==> src/rtl/vram_arbiter_if.sv <==
// vram_arbiter_if: requester, host and VRAM signals between the video core and the arbiter
interface vram_arbiter_if;
  logic        I_slot;
  logic        I_rnd_req;
  logic [13:0] I_rnd_addr;
  logic        O_rnd_grant;
  logic        O_rnd_valid;
  logic [7:0]  O_rnd_data;
  logic        I_host_req;
  logic        I_host_wren;
  logic [13:0] I_host_addr;
  logic [7:0]  I_host_data;
  logic        O_host_busy;
  logic        O_host_done;
  logic [7:0]  O_host_data;
  logic [13:0] O_mem_addr;
  logic        O_mem_wren;
  logic [7:0]  O_mem_data;
  logic [7:0]  I_mem_data;
  logic        O_slot_overrun;
  modport slave (
    input  I_slot, I_rnd_req, I_rnd_addr, I_host_req, I_host_wren, I_host_addr, I_host_data, I_mem_data,
    output O_rnd_grant, O_rnd_valid, O_rnd_data, O_host_busy, O_host_done, O_host_data,
           O_mem_addr, O_mem_wren, O_mem_data, O_slot_overrun
  );
  modport master (
    output I_slot, I_rnd_req, I_rnd_addr, I_host_req, I_host_wren, I_host_addr, I_host_data, I_mem_data,
    input  O_rnd_grant, O_rnd_valid, O_rnd_data, O_host_busy, O_host_done, O_host_data,
           O_mem_addr, O_mem_wren, O_mem_data, O_slot_overrun
  );
endinterface

==> src/rtl/vram_arbiter.sv <==
// vram_arbiter: slot-based VRAM port sharing, render priority with a host starvation guard
module vram_arbiter #(
  parameter int STARVE_LIMIT = 8
) (
  input logic I_clock,
  input logic I_reset,
  vram_arbiter_if.slave bus
);
  typedef enum logic [1:0] {IDLE, ACCESS, CAPTURE} state_t;
  localparam logic [3:0] LIM = 4'(STARVE_LIMIT);
  state_t      state_q, state_d;
  logic        pend_q, pend_d, hwren_q, hwren_d, host_q, host_d;
  logic [13:0] haddr_q, haddr_d, mem_addr_q, mem_addr_d;
  logic [7:0]  hdata_q, hdata_d, mem_data_q, mem_data_d, rnd_data_q, rnd_data_d, host_data_q, host_data_d;
  logic [3:0]  cnt_q, cnt_d;
  logic        rnd_grant_q, rnd_grant_d, rnd_valid_q, rnd_valid_d, host_done_q, host_done_d;
  logic        mem_wren_q, mem_wren_d, overrun_q, overrun_d;
  logic        go, host_win, rnd_win, cap, accept;
  always_comb begin
    go          = state_q == IDLE && bus.I_slot;
    host_win    = go && pend_q && (cnt_q == LIM || !bus.I_rnd_req);
    rnd_win     = go && !host_win && bus.I_rnd_req;
    cap         = state_q == CAPTURE;
    accept      = bus.I_host_req && !pend_q;
    state_d     = (host_win || rnd_win) ? ACCESS : state_q == ACCESS ? CAPTURE : cap ? IDLE : state_q;
    host_d      = (host_win || rnd_win) ? host_win : host_q;
    host_done_d = cap && host_q;
    rnd_valid_d = cap && !host_q;
    rnd_data_d  = rnd_valid_d ? bus.I_mem_data : rnd_data_q;
    host_data_d = (host_done_d && !hwren_q) ? bus.I_mem_data : host_data_q;
    pend_d      = accept ? 1'b1 : host_done_d ? 1'b0 : pend_q;
    haddr_d     = accept ? bus.I_host_addr : haddr_q;
    hdata_d     = accept ? bus.I_host_data : hdata_q;
    hwren_d     = accept ? bus.I_host_wren : hwren_q;
    rnd_grant_d = rnd_win;
    mem_addr_d  = host_win ? haddr_q : rnd_win ? bus.I_rnd_addr : mem_addr_q;
    mem_wren_d  = host_win && hwren_q;
    mem_data_d  = mem_wren_d ? hdata_q : mem_data_q;
    overrun_d   = bus.I_slot && state_q != IDLE;
    // only slots lost to render while the host waits count toward starvation
    cnt_d       = (!pend_q || host_win) ? 4'd0 : (rnd_win && cnt_q != 4'hF) ? cnt_q + 4'd1 : cnt_q;
  end
  always_ff @(posedge I_clock or negedge I_reset)
    if (!I_reset) begin
      state_q     <= IDLE;
      pend_q      <= 1'b0;
      hwren_q     <= 1'b0;
      host_q      <= 1'b0;
      haddr_q     <= '0;
      hdata_q     <= '0;
      cnt_q       <= '0;
      rnd_grant_q <= 1'b0;
      rnd_valid_q <= 1'b0;
      rnd_data_q  <= '0;
      host_done_q <= 1'b0;
      host_data_q <= '0;
      mem_addr_q  <= '0;
      mem_wren_q  <= 1'b0;
      mem_data_q  <= '0;
      overrun_q   <= 1'b0;
    end else begin
      state_q     <= state_d;
      pend_q      <= pend_d;
      hwren_q     <= hwren_d;
      host_q      <= host_d;
      haddr_q     <= haddr_d;
      hdata_q     <= hdata_d;
      cnt_q       <= cnt_d;
      rnd_grant_q <= rnd_grant_d;
      rnd_valid_q <= rnd_valid_d;
      rnd_data_q  <= rnd_data_d;
      host_done_q <= host_done_d;
      host_data_q <= host_data_d;
      mem_addr_q  <= mem_addr_d;
      mem_wren_q  <= mem_wren_d;
      mem_data_q  <= mem_data_d;
      overrun_q   <= overrun_d;
    end
  assign bus.O_rnd_grant    = rnd_grant_q;
  assign bus.O_rnd_valid    = rnd_valid_q;
  assign bus.O_rnd_data     = rnd_data_q;
  assign bus.O_host_busy    = pend_q;
  assign bus.O_host_done    = host_done_q;
  assign bus.O_host_data    = host_data_q;
  assign bus.O_mem_addr     = mem_addr_q;
  assign bus.O_mem_wren     = mem_wren_q;
  assign bus.O_mem_data     = mem_data_q;
  assign bus.O_slot_overrun = overrun_q;
endmodule

==> src/flat_wrapper.sv <==
// flat-port wrapper written by rule: the top's interface ports become plain ports
module vram_arbiter_flat 
#(
  parameter int STARVE_LIMIT = 8
)
  (I_clock, I_reset, bus_I_slot, bus_I_rnd_req, bus_I_rnd_addr, bus_I_host_req, bus_I_host_wren, bus_I_host_addr, bus_I_host_data, bus_I_mem_data, bus_O_rnd_grant, bus_O_rnd_valid, bus_O_rnd_data, bus_O_host_busy, bus_O_host_done, bus_O_host_data, bus_O_mem_addr, bus_O_mem_wren, bus_O_mem_data, bus_O_slot_overrun);
  vram_arbiter_if bus_i ();
  input logic I_clock;
  input logic I_reset;
  input wire logic [$bits(bus_i.I_slot)-1:0] bus_I_slot;
  input wire logic [$bits(bus_i.I_rnd_req)-1:0] bus_I_rnd_req;
  input wire logic [$bits(bus_i.I_rnd_addr)-1:0] bus_I_rnd_addr;
  input wire logic [$bits(bus_i.I_host_req)-1:0] bus_I_host_req;
  input wire logic [$bits(bus_i.I_host_wren)-1:0] bus_I_host_wren;
  input wire logic [$bits(bus_i.I_host_addr)-1:0] bus_I_host_addr;
  input wire logic [$bits(bus_i.I_host_data)-1:0] bus_I_host_data;
  input wire logic [$bits(bus_i.I_mem_data)-1:0] bus_I_mem_data;
  output wire logic [$bits(bus_i.O_rnd_grant)-1:0] bus_O_rnd_grant;
  output wire logic [$bits(bus_i.O_rnd_valid)-1:0] bus_O_rnd_valid;
  output wire logic [$bits(bus_i.O_rnd_data)-1:0] bus_O_rnd_data;
  output wire logic [$bits(bus_i.O_host_busy)-1:0] bus_O_host_busy;
  output wire logic [$bits(bus_i.O_host_done)-1:0] bus_O_host_done;
  output wire logic [$bits(bus_i.O_host_data)-1:0] bus_O_host_data;
  output wire logic [$bits(bus_i.O_mem_addr)-1:0] bus_O_mem_addr;
  output wire logic [$bits(bus_i.O_mem_wren)-1:0] bus_O_mem_wren;
  output wire logic [$bits(bus_i.O_mem_data)-1:0] bus_O_mem_data;
  output wire logic [$bits(bus_i.O_slot_overrun)-1:0] bus_O_slot_overrun;
  assign bus_i.I_slot = bus_I_slot;
  assign bus_i.I_rnd_req = bus_I_rnd_req;
  assign bus_i.I_rnd_addr = bus_I_rnd_addr;
  assign bus_i.I_host_req = bus_I_host_req;
  assign bus_i.I_host_wren = bus_I_host_wren;
  assign bus_i.I_host_addr = bus_I_host_addr;
  assign bus_i.I_host_data = bus_I_host_data;
  assign bus_i.I_mem_data = bus_I_mem_data;
  assign bus_O_rnd_grant = bus_i.O_rnd_grant;
  assign bus_O_rnd_valid = bus_i.O_rnd_valid;
  assign bus_O_rnd_data = bus_i.O_rnd_data;
  assign bus_O_host_busy = bus_i.O_host_busy;
  assign bus_O_host_done = bus_i.O_host_done;
  assign bus_O_host_data = bus_i.O_host_data;
  assign bus_O_mem_addr = bus_i.O_mem_addr;
  assign bus_O_mem_wren = bus_i.O_mem_wren;
  assign bus_O_mem_data = bus_i.O_mem_data;
  assign bus_O_slot_overrun = bus_i.O_slot_overrun;
  vram_arbiter #(.STARVE_LIMIT(STARVE_LIMIT)) u_core (.I_clock(I_clock), .I_reset(I_reset), .bus(bus_i));
endmodule
==> config.mk <==
export PLATFORM = sky130hd
export DESIGN_NAME = vram_arbiter_flat
export DESIGN_NICKNAME = d
export VERILOG_FILES = /design/src/rtl/vram_arbiter_if.sv /design/src/rtl/vram_arbiter.sv /design/src/flat_wrapper.sv
export SDC_FILE = /design/constraint.sdc
export NUM_CORES = 1
export LEC_CHECK = 0
export BUFFER_PORTS_ARGS = -buffer_cell sky130_fd_sc_hd__buf_2
export CAP_MARGIN = 5
export CORE_UTILIZATION = 45
export DETAILED_ROUTE_END_ITERATION = 7
export HOLD_SLACK_MARGIN = 0.15
export PLACE_DENSITY = 0.76
export SLEW_MARGIN = 0
export SYNTH_ARGS = -nofsm -noshare
export SYNTH_HDL_FRONTEND = slang
export SYNTH_SLANG_ARGS = --single-unit
==> constraint.sdc <==
create_clock -name I_clock -period 2.4 [get_ports I_clock]
set_input_delay 0.24 -clock I_clock [delete_from_list [all_inputs] [get_ports I_clock]]
set_output_delay 0.24 -clock I_clock [all_outputs]
set_load 0.005 [all_outputs]
Word-level counts from Yosys, hierarchy flattened
Index checks and enable logic that the tools add are counted.
- $add $sub $neg: 1
- equal/unequal tests: 4
- mux-type cells: 9
- reductions and logical operators: 26
- operators by type and width (kind ; count):
    14-bit two-way mux ; 2
    1-bit logical AND ; 12
    4-bit two-way mux ; 2
    2-bit nonzero test ; 4
    2-bit two-way mux ; 3
    1-bit logical NOT ; 5
    4-bit by 1-bit adder with 4-bit output, second input constant ; 1
    4-bit equality test, second input constant ; 1
    4-bit != test, second input constant ; 1
    1-bit logical OR ; 3
    3-bit nonzero test ; 1
    2-bit by 1-bit equality test with 1-bit output, second input constant ; 1
    2-bit equality test, second input constant ; 1
    2-bit logical NOT ; 1
    1-bit two-way mux ; 2
- logic and storage cells: 56
- register bits: 74
- input bits: 50

Logic depth before layout (Yosys ltp)
- word-level depth: 10
- depth in mapped cells: 7
- mapped depth without buffers: 5

Worst setup path after synthesis
No wires, ideal clock.
- kind: reg-to-reg
- from: register u_core.state_q[0]
- to: register u_core.mem_data_q[0], in the netlist u_core.bus.O_mem_data[0]
- arrival: 1.744 ns
- stages on the path, launching flop included: 6
- period minus slack after synthesis: 1.868 ns
- library setup time: 0.125 ns
- required time: 2.275 ns
- path slack: 0.532 ns
- cells stage by stage: dfrtp_1 clkbuf_2 or3b_1 buf_2 a211oi_4 mux2_2
- longest elaborated chain between the ends: 5
- RTL lines (element ; line ; RTL):
    from (decl) ; vram_arbiter.sv:11 ; state_t state_q, state_d;
    from (signal assigned) ; vram_arbiter.sv:62 ; state_q <= state_d;
    2-bit logical NOT ; vram_arbiter.sv:20 ; go = state_q == IDLE && bus.I_slot;
    1-bit logical AND ; vram_arbiter.sv:20 ;
    1-bit logical AND (2 in series) ; vram_arbiter.sv:21 ; host_win = go && pend_q && (cnt_q == LIM || !bus.I_rnd_req);
    1-bit logical AND ; vram_arbiter.sv:37 ; mem_wren_d = host_win && hwren_q;
    via u_core.mem_wren_d ; vram_arbiter.sv:17 ; logic mem_wren_q, mem_wren_d, overrun_q, overrun_d;
    to (signal assigned) ; vram_arbiter.sv:76 ; mem_data_q <= mem_data_d;
    to (decl) ; vram_arbiter.sv:14 ; logic [7:0] hdata_q, hdata_d, mem_data_q, mem_data_d, rnd_data_q, rnd_data_d, host_data_q, host_data_d;
The timed path passes the listed nets, and every way through them passes these cells.
A chain may end at the register's enable or synchronous reset.

Final worst setup path
- from: register u_core.state_q[0]
- to: register u_core.mem_data_q[4], in the netlist u_core.bus.O_mem_data[4]
The elaborated chain is that of the path after synthesis.

==> reports/metrics.cfg <==
[run_status]
outcome = finished, final reports clean

[floorplanning]
die_x_um = 85.2
core_area_um2 = 6530
rows = 29
die_area_um2 = 7260
ios = 94
start_util_pct = 47.7
die_y_um = 85.2

[final_layout]
drive_above_1_share_pct = 45.5
diodes = 0
area_growth_syn_to_layout_pct = 34.8
final_cell_mix = buf_2 (92), dfrtp_1 (74), mux2_2 (47), dlygate4sd3_1 (32), o21ai_0 (17)
nets = 414
final_common_cell = buf_2

[clocking]
cts_hold_buf = 32
clk_pin_slew_worst_paths_ns = 0.08
cts_inserted_buffers = 9
clk_path_buf_depth = 2
htreeDepth = 3
post-cts-setup-buffers = 0
cts_tree = built
cts-root-buf = clkbuf_8
clock_latency_ns = 0.34
clock_sinks = 74
ctsResizeCount = 0

[worst_hold_path]
hp-class = input port to flop
min_path_cells = 2
holdPathEnd = u_core.bus.O_slot_overrun
hold_start = bus_I_slot

[logic_synthesis]
ys_warn_count = 0
synthCells = 238
ys_ff_latch = 74
synth_compound_gate_area_share_pct = 13.2
synth-adder-area-share_pct = 0.804
synth_xor_area_share_pct = 0
seq_area_frac_synth_pct = 59.5
synth_top_family_by_area = multiplexers
synth.distinct_cells = 33
synthesis.nets = 290
synth_area_um2 = 3110
synthMuxAreaShare_pct = 17.0
synthSimpleGateAreaFrac_pct = 6.55
avgSynthCellArea_um2 = 13.1

[sta]
tightest_slew_ns = 0.917
slew-limit-headroom_pct = 38.8
worst_slack_ns = 0.461
setup_viol = 0
skew_ns = 0.0104
hold_viol_final = 0
rsz0062_at_grt = no
post-route-period-util_pct = 80.8
fin_crit_ns = 1.94
final.setup.tns_ns = 0
max_freq_mhz = 516
slew_viol_final = 0

[grt]
grt_max_degree = 75
grt.total_usage_pct = 21.6
first_global_vias = 2581
antenna_found_initial = 0
grt_pass1_wl_mm = 12.2
overflow = 0

[pwr]
p_comb_share_pct = 32.1
intPower_uw = 3180
p_leak_uw = 0.00194
swShare_pct = 32.0
p_clk_share_pct = 21.5
p_seq_share_pct = 46.4
p_sw_uw = 1500
ir_worst_vdd_mv = 0.593
cellPowerDensity_nw_per_um2 = 1120

[detailed_routing]
ant_nets = 0
routed_via_density = 5.48
drtIter0Drc = 174
via_count = 2431
first_pass_iters = 4
wirelength_mm = 7.39
drc = 0
avgRoutedWirePerCell_um = 16.6

[worst_setup_path]
r2r_setup_slack_ns = 0.46
crit_path_end_kind = flop
r2r_cells = 3
r2r-start = u_core.state_q[0]
worstPathArrival_ns = 2.17
cp.required_ns = 2.63
startpoint_type = flop
criticalPathCategory = flop to flop
cp-startpoint = u_core.state_q[0]
worstReg2RegEnd = u_core.bus.O_mem_data[4]
path_max_fanout = 9

[placed_design]
dp_slack_ns = 0.477
place.gp.congestion = 0.774
hpwl_mm = 4.86
io_buffers = 93

[flow_run]
cap_violations = 0

-- cell families after synthesis --
group	Yosys count
DFF	74
AOI/OAI and AO/OA	57
buffers and inverters	24
adders and majority gates	2
muxes	47
and+or+nand+nor	34
-- sequential cells by signal, indices dropped and copies added (netlist names) --
| name | flops |
|---|---|
| u_core.bus.O_host_busy | 1 |
| u_core.bus.O_host_data | 8 |
| u_core.bus.O_host_done | 1 |
| u_core.bus.O_mem_addr | 14 |
| u_core.bus.O_mem_data | 8 |
| u_core.bus.O_mem_wren | 1 |
| u_core.bus.O_rnd_data | 8 |
| u_core.bus.O_rnd_grant | 1 |
| u_core.bus.O_rnd_valid | 1 |
| u_core.bus.O_slot_overrun | 1 |
| u_core.cnt_q | 4 |
| u_core.haddr_q | 14 |
| u_core.hdata_q | 8 |
| u_core.host_q | 1 |
| u_core.hwren_q | 1 |
| u_core.state_q | 2 |
-- cell usage after synthesis --
master,instances,area (µm²)
buf_2,1,5.00
clkinv_1,1,3.75
or3_1,2,12.5
nor3b_1,3,22.5
or3b_1,1,8.76
o31ai_1,1,7.51
a211oi_1,3,22.5
ha_1,2,25.0
mux2_2,47,529
nand4bb_1,1,11.3
o21a_1,1,7.51
nor2_1,2,7.51
a21o_1,1,7.51
nor4bb_1,1,10.0
a2111oi_0,1,8.76
and3b_1,1,8.76
inv_1,4,15.0
dfrtp_1,74,1850
a211oi_4,1,20.0
clkbuf_1,17,63.8
nand3_1,15,75.1
o211ai_1,14,105
nor2b_1,1,6.26
a31oi_1,1,6.26
clkbuf_2,1,5.00
nand2_1,3,11.3
a21oi_1,2,10.0
o21ai_0,17,85.1
o2111ai_1,14,123
a22o_1,1,8.76
and3_1,1,6.26
or3b_2,1,8.76
nand3b_1,2,15.0
-- layout make-up --
| type | count | area [µm²] |
|---|---|---|
| clock buffer | 10 | 138 |
| fill | 499 | 2330 |
| tap | 77 | 96.3 |
| inverter | 5 | 18.8 |
| timing repair buffer | 132 | 841 |
| clock inverter | 6 | 72.6 |
| multi-input combinational | 140 | 1180 |
| sequential | 74 | 1850 |
-- routing by layer --
| layer | vias up | track usage [%] | share of wire (%) |
|---|---|---|---|
| met5 | - | 0 | 0 |
| met4 | 0 | 6.93 | 1.7 |
| met3 | 12 | 6.13 | 5.2 |
| met2 | 86 | 35.7 | 50 |
| met1 | 1191 | 27.7 | 43 |
| li1 | 1142 | - | - |
-- worst max-delay path by stage --
stage	cells past startpoint	slack, ns	to
floorplan	5	0.53	u_core.bus.O_mem_data[0]
global placement	3	0.52	u_core.bus.O_mem_data[4]
detailed placement	3	0.48	u_core.bus.O_mem_data[4]
CTS	3	0.46	u_core.bus.O_mem_data[4]
global route	3	0.39	u_core.bus.O_mem_data[3]
finish	3	0.46	u_core.bus.O_mem_data[4]
-- through the flow --
stage / area (µm²) / hold WS [ns] / util [%] / power, µW / cells
3_5_place_dp: 3670 / 0.438 / 56.1 / 3670 / 396
4_1_cts: 4200 / 0.161 / 64.3 / 4730 / 444
2_1_floorplan: 3110 / -0.0556 / - / 2990 / 238
5_1_grt: 4200 / 0.162 / 64.3 / 4990 / 444
6_report: 4200 / 0.171 / 64.3 / 4680 / 444
3_3_place_gp: 3670 / 0.422 / 56.1 / 3590 / 396
-- power groups by stage --
stage | clock, µW | combinational [µW] | sequential [µW]
floorplan | 0 | 876 | 2120
global placement | 0 | 1430 | 2160
detailed placement | 0 | 1480 | 2190
CTS | 1030 | 1530 | 2170
global route | 1090 | 1660 | 2240
finish | 1010 | 1510 | 2170
-- critical path: stages (launching register included) --
cell and delay, ns:
dfrtp_1 0.46, or3b_1 0.47, a211oi_4 0.50, mux2_2 0.40
(Power assumes the default switching activity.)
